<file path="src/rtl/wisc_pkg.sv">
// Shared types for the 16-bit pipelined core: forward-select encoding,
// halt FSM states and the per-stage tracking entry used by the hazard logic.
package wisc_pkg;

    typedef enum logic [1:0] {
        FWD_RF  = 2'b00,
        FWD_EXM = 2'b01,
        FWD_MWB = 2'b10
    } fwd_sel_t;

    typedef enum logic [1:0] {
        RUN    = 2'b00,
        DRAIN  = 2'b01,
        HALTED = 2'b10
    } halt_state_t;

    typedef struct packed {
        logic       valid;
        logic       we;
        logic [3:0] dst;
        logic       is_load;
        logic       hlt;
    } pipe_ent_t;

    localparam pipe_ent_t PIPE_BUBBLE = pipe_ent_t'(8'h00);

    // R0 is hard-wired, so a write to it can never be a dependency.
    function automatic logic src_match(input logic re, input logic [3:0] addr,
                                       input pipe_ent_t ent);
        return re & ent.valid & ent.we & (ent.dst == addr) & (addr != 4'd0);
    endfunction

endpackage

</file>
<file path="src/rtl/hazard_pipe_track.sv">
// Shadow of the EX/MEM/WB destinations: shifts every cycle, takes either the
// ID entry or a bubble into EX, and reports per-stage source matches.
module hazard_pipe_track
    import wisc_pkg::*;
#(
    parameter int NSTG = 3
) (
    input  logic            clk,
    input  logic            rst,
    input  logic            load_en,
    input  pipe_ent_t       id_ent,
    input  logic [3:0]      p0_addr,
    input  logic [3:0]      p1_addr,
    input  logic            re0,
    input  logic            re1,
    output logic            ex_is_load,
    output logic [NSTG-1:0] match0,
    output logic [NSTG-1:0] match1
);

    pipe_ent_t pipe_q [NSTG];
    pipe_ent_t pipe_d [NSTG];

    // Next-state of the shift pipe: index 0 is EX, NSTG-1 is WB.
    always_comb begin
        for (int i = 0; i < NSTG; i++) begin
            pipe_d[i] = PIPE_BUBBLE;
        end
        if (load_en) begin
            pipe_d[0] = id_ent;
        end else begin
            pipe_d[0] = PIPE_BUBBLE;
        end
        for (int i = 1; i < NSTG; i++) begin
            pipe_d[i] = pipe_q[i-1];
        end
    end

    // Pipe registers with synchronous clear.
    always_ff @(posedge clk) begin
        if (rst) begin
            for (int i = 0; i < NSTG; i++) begin
                pipe_q[i] <= PIPE_BUBBLE;
            end
        end else begin
            for (int i = 0; i < NSTG; i++) begin
                pipe_q[i] <= pipe_d[i];
            end
        end
    end

    // Per-stage dependency flags for both ID source operands.
    always_comb begin
        match0 = '0;
        match1 = '0;
        for (int i = 0; i < NSTG; i++) begin
            match0[i] = src_match(re0, p0_addr, pipe_q[i]);
            match1[i] = src_match(re1, p1_addr, pipe_q[i]);
        end
        ex_is_load = pipe_q[0].valid & pipe_q[0].is_load;
    end

endmodule

</file>
<file path="src/rtl/id_hazard_ctrl.sv">
// Decode-stage hazard controller: load-use stall, registered EX forward
// selects, and the end-of-program halt sequencing toward the register file.
module id_hazard_ctrl
    import wisc_pkg::*;
#(
    parameter int NSTG = 3
) (
    input  logic       clk,
    input  logic       rst,
    input  logic       id_valid,
    input  logic [3:0] id_p0_addr,
    input  logic [3:0] id_p1_addr,
    input  logic       id_re0,
    input  logic       id_re1,
    input  logic [3:0] id_dst_addr,
    input  logic       id_we,
    input  logic       id_is_load,
    input  logic       id_hlt,
    input  logic       flush,
    output logic       stall,
    output logic [1:0] ex_fwd0,
    output logic [1:0] ex_fwd1,
    output logic       hlt_out
);

    halt_state_t     state_q, state_d;
    logic [1:0]      cnt_q, cnt_d;
    fwd_sel_t        ex_fwd0_q, ex_fwd0_d;
    fwd_sel_t        ex_fwd1_q, ex_fwd1_d;
    logic            hlt_out_q, hlt_out_d;
    logic            load_en;
    logic            ex_is_load;
    logic [NSTG-1:0] match0, match1;
    pipe_ent_t       id_ent;

    // WB producers are covered by the register file's write-then-read cycle.
    function automatic fwd_sel_t pick_sel(input logic m_ex, input logic m_mem,
                                          input logic m_wb);
        fwd_sel_t sel;
        if (m_ex) begin
            sel = FWD_EXM;
        end else if (m_mem) begin
            sel = FWD_MWB;
        end else if (m_wb) begin
            sel = FWD_RF;
        end else begin
            sel = FWD_RF;
        end
        return sel;
    endfunction

    hazard_pipe_track #(.NSTG(NSTG)) u_track (
        .clk        (clk),
        .rst        (rst),
        .load_en    (load_en),
        .id_ent     (id_ent),
        .p0_addr    (id_p0_addr),
        .p1_addr    (id_p1_addr),
        .re0        (id_re0),
        .re1        (id_re1),
        .ex_is_load (ex_is_load),
        .match0     (match0),
        .match1     (match1)
    );

    // Stall, EX admission, forward selects and halt FSM next-state.
    always_comb begin
        id_ent.valid   = 1'b1;
        id_ent.we      = id_we & ~id_hlt;
        id_ent.dst     = id_dst_addr;
        id_ent.is_load = id_is_load;
        id_ent.hlt     = id_hlt;

        if (state_q != RUN) begin
            stall = 1'b1;
        end else begin
            stall = id_valid & ~flush & ex_is_load & (match0[0] | match1[0]);
        end
        load_en = id_valid & ~stall & ~flush;

        if (load_en) begin
            ex_fwd0_d = pick_sel(match0[0], match0[1], match0[2]);
            ex_fwd1_d = pick_sel(match1[0], match1[1], match1[2]);
        end else begin
            ex_fwd0_d = FWD_RF;
            ex_fwd1_d = FWD_RF;
        end

        state_d = state_q;
        cnt_d   = cnt_q;
        case (state_q)
            RUN: begin
                if (load_en & id_hlt) begin
                    state_d = DRAIN;
                    cnt_d   = 2'd2;
                end else begin
                    state_d = RUN;
                end
            end
            // Counter tracks the HLT through EX, MEM, WB; zero means it is in WB.
            DRAIN: begin
                if (cnt_q == 2'd0) begin
                    state_d = HALTED;
                end else begin
                    cnt_d = cnt_q - 2'd1;
                end
            end
            HALTED:  state_d = HALTED;
            default: state_d = RUN;
        endcase
        hlt_out_d = (state_d == HALTED);
    end

    // Registered state and outputs, synchronous clear.
    always_ff @(posedge clk) begin
        if (rst) begin
            state_q   <= RUN;
            cnt_q     <= 2'd0;
            ex_fwd0_q <= FWD_RF;
            ex_fwd1_q <= FWD_RF;
            hlt_out_q <= 1'b0;
        end else begin
            state_q   <= state_d;
            cnt_q     <= cnt_d;
            ex_fwd0_q <= ex_fwd0_d;
            ex_fwd1_q <= ex_fwd1_d;
            hlt_out_q <= hlt_out_d;
        end
    end

    assign ex_fwd0 = ex_fwd0_q;
    assign ex_fwd1 = ex_fwd1_q;
    assign hlt_out = hlt_out_q;

endmodule

</file>
<file path="config.mk">
export PLATFORM = sky130hd
export DESIGN_NAME = id_hazard_ctrl
export DESIGN_NICKNAME = d
export VERILOG_FILES = /design/src/rtl/wisc_pkg.sv /design/src/rtl/hazard_pipe_track.sv /design/src/rtl/id_hazard_ctrl.sv
export SDC_FILE = /design/constraint.sdc
export NUM_CORES = 1
export LEC_CHECK = 0
export CORE_MARGIN = 3
export CORE_UTILIZATION = 51
export CTS_CLUSTER_SIZE = 10
export DETAILED_ROUTE_END_ITERATION = 16
export DONT_BUFFER_PORTS = 1
export PLACE_DENSITY = 0.76
export SYNTH_ARGS = -nofsm -noshare
export SYNTH_HDL_FRONTEND = slang
export SYNTH_SLANG_ARGS = --single-unit
export TNS_END_PERCENT = 10
</file>
<file path="constraint.sdc">
create_clock -name clk -period 2.05 [get_ports clk]
set_input_delay 0.41 -clock clk [delete_from_list [all_inputs] [get_ports clk]]
set_output_delay 0.41 -clock clk [all_outputs]
set_load 0.1 [all_outputs]
</file>
==> impl_metrics.py, run 1 <==
metrics = {
    "status": {
        "status": "finished, violations left",
        "failed_checks": "setup timing",
    },
    "clocking": {
        "clock_tree.root_cell": "sky130_fd_sc_hd__clkbuf_4",
        "clock_tree.htree_level_count": 1,
        "tritoncts_num_sinks": 22,
        "clock_buffers_created_by_tritoncts": 3,
        "path_clk_slew_ps": 120,
        "cts_max_path_buffers": 2,
        "worst_skew_pair.late_latency_ps": 310,
        "cts_tree": "done",
    },
    "finish": {
        "postLayoutCoreUtil_pct": 68.3,
        "fin_nets": 147,
        "antenna_cells_inserted": 0,
        "area_growth_syn_to_layout_pct": 19.1,
        "drive_gt1_share_pct": 26.8,
    },
    "power": {
        "power_per_cell_area_mw_per_mm2": 577,
        "static-leakage-power_uw": 0.000482,
        "ir_worst_vdd_v": 0.000377,
    },
    "floorplan": {
        "dieWidth_um": 51.5,
        "starting_density_of_the_core_pct": 57.3,
        "io-pin-count": 27,
        "dieArea_mm2": 0.00265,
        "die-height_um": 51.5,
        "standard_cell_core_area_mm2": 0.00184,
        "placement_rows": 15,
    },
    "timing": {
        "fin_skew_ps": 6.43,
        "timing.final.crit_share_pct": 101,
        "max-slew-margin-rel_pct": 77.0,
        "unrepaired_setup_endpoints_after_global_routing": "yes",
        "final-hold-violation-count": 0,
        "hold_ws_ps": 152,
        "setup_viol": 2,
        "timing.final.max_slew_violations": 0,
        "worst-slew-pin-transition_ps": 345,
        "postLayoutSetupSlackWorst_ps": -19.6,
        "timing.fmax_ghz": 0.483,
        "fin_crit_ps": 2070,
    },
    "setup_path": {
        "critPathCaptureType": "output pin",
        "cp-start-kind": "flip-flop",
        "timing.critical_path.required_ps": 1640,
        "crit_fanout": 3,
        "worst-setup-path-type": "flip-flop to output pin",
        "cp_data_arrival_time_ps": 1660,
    },
    "synth": {
        "synthTopCellsByArea": "sky130_fd_sc_hd__dfxtp_1, sky130_fd_sc_hd__xor2_1, sky130_fd_sc_hd__nor3_1",
        "yosys_warning_count": 0,
        "postSynthCellCount": 108,
        "synth_top_area_share_pct": 41.8,
        "ys_types": 29,
        "synth.largest_area_cell": "sky130_fd_sc_hd__dfxtp_1",
        "post_synth_instance_area_mm2": 0.00105,
        "synth_top_cells_by_count": "sky130_fd_sc_hd__dfxtp_1, sky130_fd_sc_hd__xor2_1, sky130_fd_sc_hd__nor3_1",
        "syn-mean-instance-area_um2": 9.77,
        "synth_most_common_cell": "sky130_fd_sc_hd__dfxtp_1",
        "synth_ff_type": "sky130_fd_sc_hd__dfxtp_1",
        "synth_seq_cells": 22,
        "synth-async-reset-ratio_pct": 0,
        "synth_enable_flop_cells": 0,
        "syn_nets": 130,
        "register_area_share_after_synthesis_pct": 41.8,
    },
    "global_routing": {
        "number_of_antenna_violations_at_the_first_check_in_global_routing": 0,
        "first_global_vias": 890,
        "grt_max_degree": 15,
        "groute.usage.overall_pct": 18.9,
        "globalRoute.totalOverflow": 0,
        "grt_pass1_wl_um": 3850,
    },
    "detailed_routing": {
        "drt-wirelength-per-cell_um": 14.7,
        "vias_per_cell": 5.64,
        "detail_route.drc_violations": 0,
        "drt.antenna.violating_nets": 0,
        "num_vias": 835,
        "routed_wirelength_um": 2180,
        "detail_route.iter0.violations": 8,
        "firstDrtPassIters": 4,
    },
    "place": {
        "io_buffer_count": 0,
        "hpwlAfterDp_um": 1590,
        "gp_congestion": 0.864,
    },
    "worst_hold_path": {
        "holdCritPathClass": "primary input to flip-flop",
    },
    "job": {
        "drv_cap": 0,
    },
}
registers in the layout, indices dropped and copies added (netlist names):
register        cells
cnt_q               2
ex_fwd0             2
ex_fwd1             2
hlt_out             1
state_q             2
u_track.pipe_q     13
per-stage QoR:
stage	TNS, ps	power, µW	std cells	worst slack, ps	instance area (µm²)
global route	-331	748	148	-122	1260
finish	-23.8	724	148	-19.6	1260
detailed placement	0	537	141	85.6	1150
CTS	-17.9	728	148	-17.9	1240
floorplan	0	525	108	8.10	1060
global placement	0	535	141	103	1150
final timing paths:
path         cells past startpoint                  start          to  slack, ps
max                              5   u_track.pipe_q[0][2]       stall        -20
min                              1                    rst  state_q[1]        150
max reg2reg                     10   u_track.pipe_q[0][3]    cnt_q[1]          0
min reg2reg                      2  u_track.pipe_q[0][14]  ex_fwd0[1]        480
cells by family (layout without fill, tap and decap cells):
| kind of cell | count (synthesis) | count (layout) | synth area share (%) |
|---|---|---|---|
| AO/OA/AOI/OAI | 9 | 9 | 9.85 |
| XOR/XNOR | 16 | 16 | 13.3 |
| adder cells (fa/ha/maj) | 1 | 1 | 1.19 |
| buffers and inverters | 4 | 19 | 1.42 |
| flip-flops | 22 | 22 | 41.8 |
| multiplexers | 1 | 1 | 1.07 |
| AND/OR/NAND/NOR | 55 | 55 | 31.4 |
critical path, cell delays in order, from the launching register on:
cell	delay (ps)
sky130_fd_sc_hd__dfxtp_2	360
sky130_fd_sc_hd__xor2_1	150
sky130_fd_sc_hd__nor3_2	220
sky130_fd_sc_hd__nand2_1	120
sky130_fd_sc_hd__a21oi_2	170
sky130_fd_sc_hd__or3_4	330
layer usage:
metal / vias up / wire length (µm) / global-route usage [%]
li1: 408 / - / -
met1: 398 / 1000 / 23.1
met2: 22 / 1060 / 32.2
met3: 7 / 67 / 3.50
met4: 0 / 46 / 7.86
met5: - / 0 / 0
layout make-up:
class	instances	area, µm²
multi-input cells	82	643
well taps	25	31.3
fillers	148	583
repair buffers	13	97.6
clock buffers	3	22.5
flip-flops and latches	22	450
inverters	3	11.3
layout by cell type (no fill, tap or decap), types with 2 or more instances in the layout:
cell type / instances
sky130_fd_sc_hd__a21oi_1: 3
sky130_fd_sc_hd__buf_4: 13
sky130_fd_sc_hd__clkbuf_4: 3
sky130_fd_sc_hd__dfxtp_1: 18
sky130_fd_sc_hd__dfxtp_2: 2
sky130_fd_sc_hd__dfxtp_4: 2
sky130_fd_sc_hd__inv_1: 3
sky130_fd_sc_hd__nand2_1: 9
sky130_fd_sc_hd__nand2b_1: 3
sky130_fd_sc_hd__nand4_1: 2
sky130_fd_sc_hd__nor2_1: 6
sky130_fd_sc_hd__nor2b_1: 8
sky130_fd_sc_hd__nor3_1: 10
sky130_fd_sc_hd__nor3_2: 2
sky130_fd_sc_hd__nor3b_1: 6
sky130_fd_sc_hd__o41ai_4: 2
sky130_fd_sc_hd__xnor2_1: 4
sky130_fd_sc_hd__xor2_1: 10
sky130_fd_sc_hd__xor2_2: 2
timing repair:
item,4_1_cts,5_1_grt
cloned,0,0
setup buffers,4,0
hold buffers,0,0
pin swaps,6,3
endpoints found under the hold margin,0,0
setup endpoints to repair,1,3
resized for setup,9,3
report_power, final:
| part | leakage, µW | switching (µW) | internal (µW) |
|---|---|---|---|
| clock network | 0.0000138 | 125 | 68.7 |
| registers | 0.000181 | 9.32 | 436 |
| logic | 0.000288 | 45.8 | 38.9 |
| total | 0.000482 | 181 | 544 |
(Power assumes the default switching activity.)
==> run 2, diff against run 1 <==
- CORE_UTILIZATION: 51 -> 30
- CTS_CLUSTER_SIZE: 10 -> 14
- PLACE_DENSITY: 0.76 -> 0.54
==> impl_metrics.py, run 2 (synthesized netlist as in run 1, its figures left out) <==
metrics = {
    "status": {
        "status": "finished, violations left",
        "failed_checks": "setup timing",
    },
    "place": {
        "io_buffer_count": 0,
        "place_inst": 161,
        "gp_congestion": 0.800,
        "hpwlAfterDp_um": 1760,
    },
    "setup_path": {
        "crit_path_top_delay_cell": "sky130_fd_sc_hd__dfxtp_4",
        "worst-setup-path-type": "flip-flop to output pin",
        "worst-r2r-setup-slack_ps": 300,
        "cp_cell_sequence": "xor2_4 -> nor3_2 -> nand4_2 -> a21oi_2 -> or3_4",
        "timing.reg2reg.worst_path_depth": 7,
        "crit_fanout": 3,
        "start_of_the_worst_register_to_register_path": "u_track.pipe_q[0][3]",
        "cp_data_arrival_time_ps": 1710,
        "r2r_end": "cnt_q[0]",
        "critPathCaptureType": "output pin",
        "timing.critical_path.required_ps": 1640,
        "crit_path_max_incr_delay_ps": 390,
        "cp-start-kind": "flip-flop",
    },
    "timing": {
        "setup_viol": 1,
        "max-slew-margin-rel_pct": 76.7,
        "final-hold-violation-count": 0,
        "unrepaired_setup_endpoints_after_global_routing": "yes",
        "timing.final.crit_share_pct": 104,
        "timing.fmax_ghz": 0.471,
        "fin_crit_ps": 2120,
        "worst-slew-pin-transition_ps": 340,
        "fin_setup_tns_ps": -72.4,
        "timing.final.max_slew_violations": 0,
        "fin_skew_ps": 4.37,
        "postLayoutSetupSlackWorst_ps": -72.4,
    },
    "global_routing": {
        "groute.usage.overall_pct": 12.0,
        "grt_pass1_wl_um": 3910,
        "globalRoute.totalOverflow": 0,
        "grt_max_degree": 15,
        "first_global_vias": 855,
        "number_of_antenna_violations_at_the_first_check_in_global_routing": 0,
    },
    "power": {
        "power_per_cell_area_mw_per_mm2": 668,
        "ir_worst_vdd_v": 0.000418,
        "static-leakage-power_uw": 0.000499,
        "power_uw": 870,
    },
    "finish": {
        "antenna_cells_inserted": 0,
        "commonest_non_fill_non_tap_cell_in_the_layout": "sky130_fd_sc_hd__dfxtp_1",
        "drive_gt1_share_pct": 26.6,
        "commonest_cells_after_routing_fill_and_taps_aside": "sky130_fd_sc_hd__dfxtp_1, sky130_fd_sc_hd__buf_4, sky130_fd_sc_hd__xor2_1, sky130_fd_sc_hd__nor3_1, sky130_fd_sc_hd__nand2_1",
        "largest_register_ffs": 13,
        "fin_nets": 147,
        "area_growth_syn_to_layout_pct": 23.5,
        "post_layout_nonfiller_instances": 168,
        "largest_register": "u_track.pipe_q",
    },
    "detailed_routing": {
        "detail_route.iter0.violations": 19,
        "num_vias": 839,
        "routed_wirelength_um": 2280,
        "firstDrtPassIters": 4,
        "drt-wirelength-per-cell_um": 13.6,
        "detail_route.drc_violations": 0,
        "vias_per_cell": 4.99,
        "drt.antenna.violating_nets": 0,
    },
    "clocking": {
        "cts_tree": "done",
        "path_clk_slew_ps": 130,
        "clock_tree.htree_level_count": 1,
        "tritoncts_num_sinks": 22,
        "worst_skew_pair.late_latency_ps": 310,
        "clock_tree.root_cell": "sky130_fd_sc_hd__clkbuf_4",
        "clock_buffers_created_by_tritoncts": 3,
        "cts_max_path_buffers": 2,
    },
    "floorplan": {
        "dieWidth_um": 65.3,
        "starting_density_of_the_core_pct": 32.9,
        "io-pin-count": 27,
        "dieArea_mm2": 0.00426,
        "die-height_um": 65.3,
        "standard_cell_core_area_mm2": 0.00320,
        "placement_rows": 20,
    },
    "worst_hold_path": {
        "holdPathEnd": "u_track.pipe_q[0][14]",
        "holdCritPathClass": "primary input to flip-flop",
        "whs_path_depth": 1,
        "hp-start": "rst",
    },
    "job": {
        "drv_cap": 0,
    },
}
## run 2: changes by cell type in the layout (fill, tap and decap cells not counted)
cell	previous run	this run
sky130_fd_sc_hd__a2111oi_4	1	0
sky130_fd_sc_hd__xor2_4	0	1
sky130_fd_sc_hd__bufinv_16	0	1
sky130_fd_sc_hd__a2111oi_0	0	1
sky130_fd_sc_hd__xor2_2	2	1
## run 2: timing repair
| item | CTS | global route |
|---|---|---|
| endpoints found under the setup margin | 1 | 1 |
| setup buffers | 2 | 1 |
| endpoints found under the hold margin | 0 | 0 |
| hold buffers | 0 | 0 |
| pin swaps | 7 | 5 |
| resized for setup | 9 | 1 |
## run 2: layout make-up
cell class	instances	area [µm²]
clock buffers	3	22.5
clock inverters	1	30.0
fillers	343	1900
inverters	3	11.3
multi-input cells	82	636
flip-flops and latches	22	450
well taps	44	55.1
repair buffers	13	97.6
## run 2: worst max-delay path by stage
| stage | start | end | slack (ps) | depth (start not counted) |
|---|---|---|---|---|
| 2_1_floorplan | id_p1_addr[1] | stall | 8 | 5 |
| 5_1_grt | u_track.pipe_q[0][3] | stall | -180 | 5 |
| 3_5_place_dp | id_p1_addr[0] | stall | 120 | 5 |
| 6_report | u_track.pipe_q[0][3] | stall | -70 | 5 |
| 4_1_cts | u_track.pipe_q[0][4] | stall | -60 | 5 |
| 3_3_place_gp | id_p1_addr[0] | stall | 120 | 5 |
## run 2: critical path, delay by kind of cell (launching register included)
kind,cells,cell delay (ps)
and+or+nand+nor,3,650
xor gates and xnor gates,1,160
DFF,1,390
AOI/OAI and AO/OA,1,180
## run 2: layer usage
layer	global-route usage (%)	vias up	routed length, µm
met5	0	-	0
met4	5.44	0	34
met3	3.76	4	153
met2	19.3	22	1100
met1	14.6	403	1000
li1	-	410	-
## run 2: per-stage QoR
step / hold WS (ps) / area [µm²] / setup WS, ps / utilization [%]
after detailed placement: 460 / 1190 / 117 / 37.0
after global placement: 462 / 1190 / 117 / 37.0
final: 147 / 1300 / -72.4 / 40.7
after floorplan: 441 / 1060 / 8.10 / -
after global routing: 112 / 1300 / -182 / 40.7
after CTS: 137 / 1280 / -56.7 / 40.1
## run 2: report_power, final
| part | switching (µW) | internal [µW] | total [µW] |
|---|---|---|---|
| registers | 9.76 | 436 | 446 |
| clock network | 138 | 198 | 335 |
| logic | 45.8 | 42.8 | 88.7 |
==> run 3, diff against run 2 <==
- SKIP_LAST_GASP: default -> 1
==> results of run 3 <==
Final layout, timing and power as in run 2 (identical DEF).
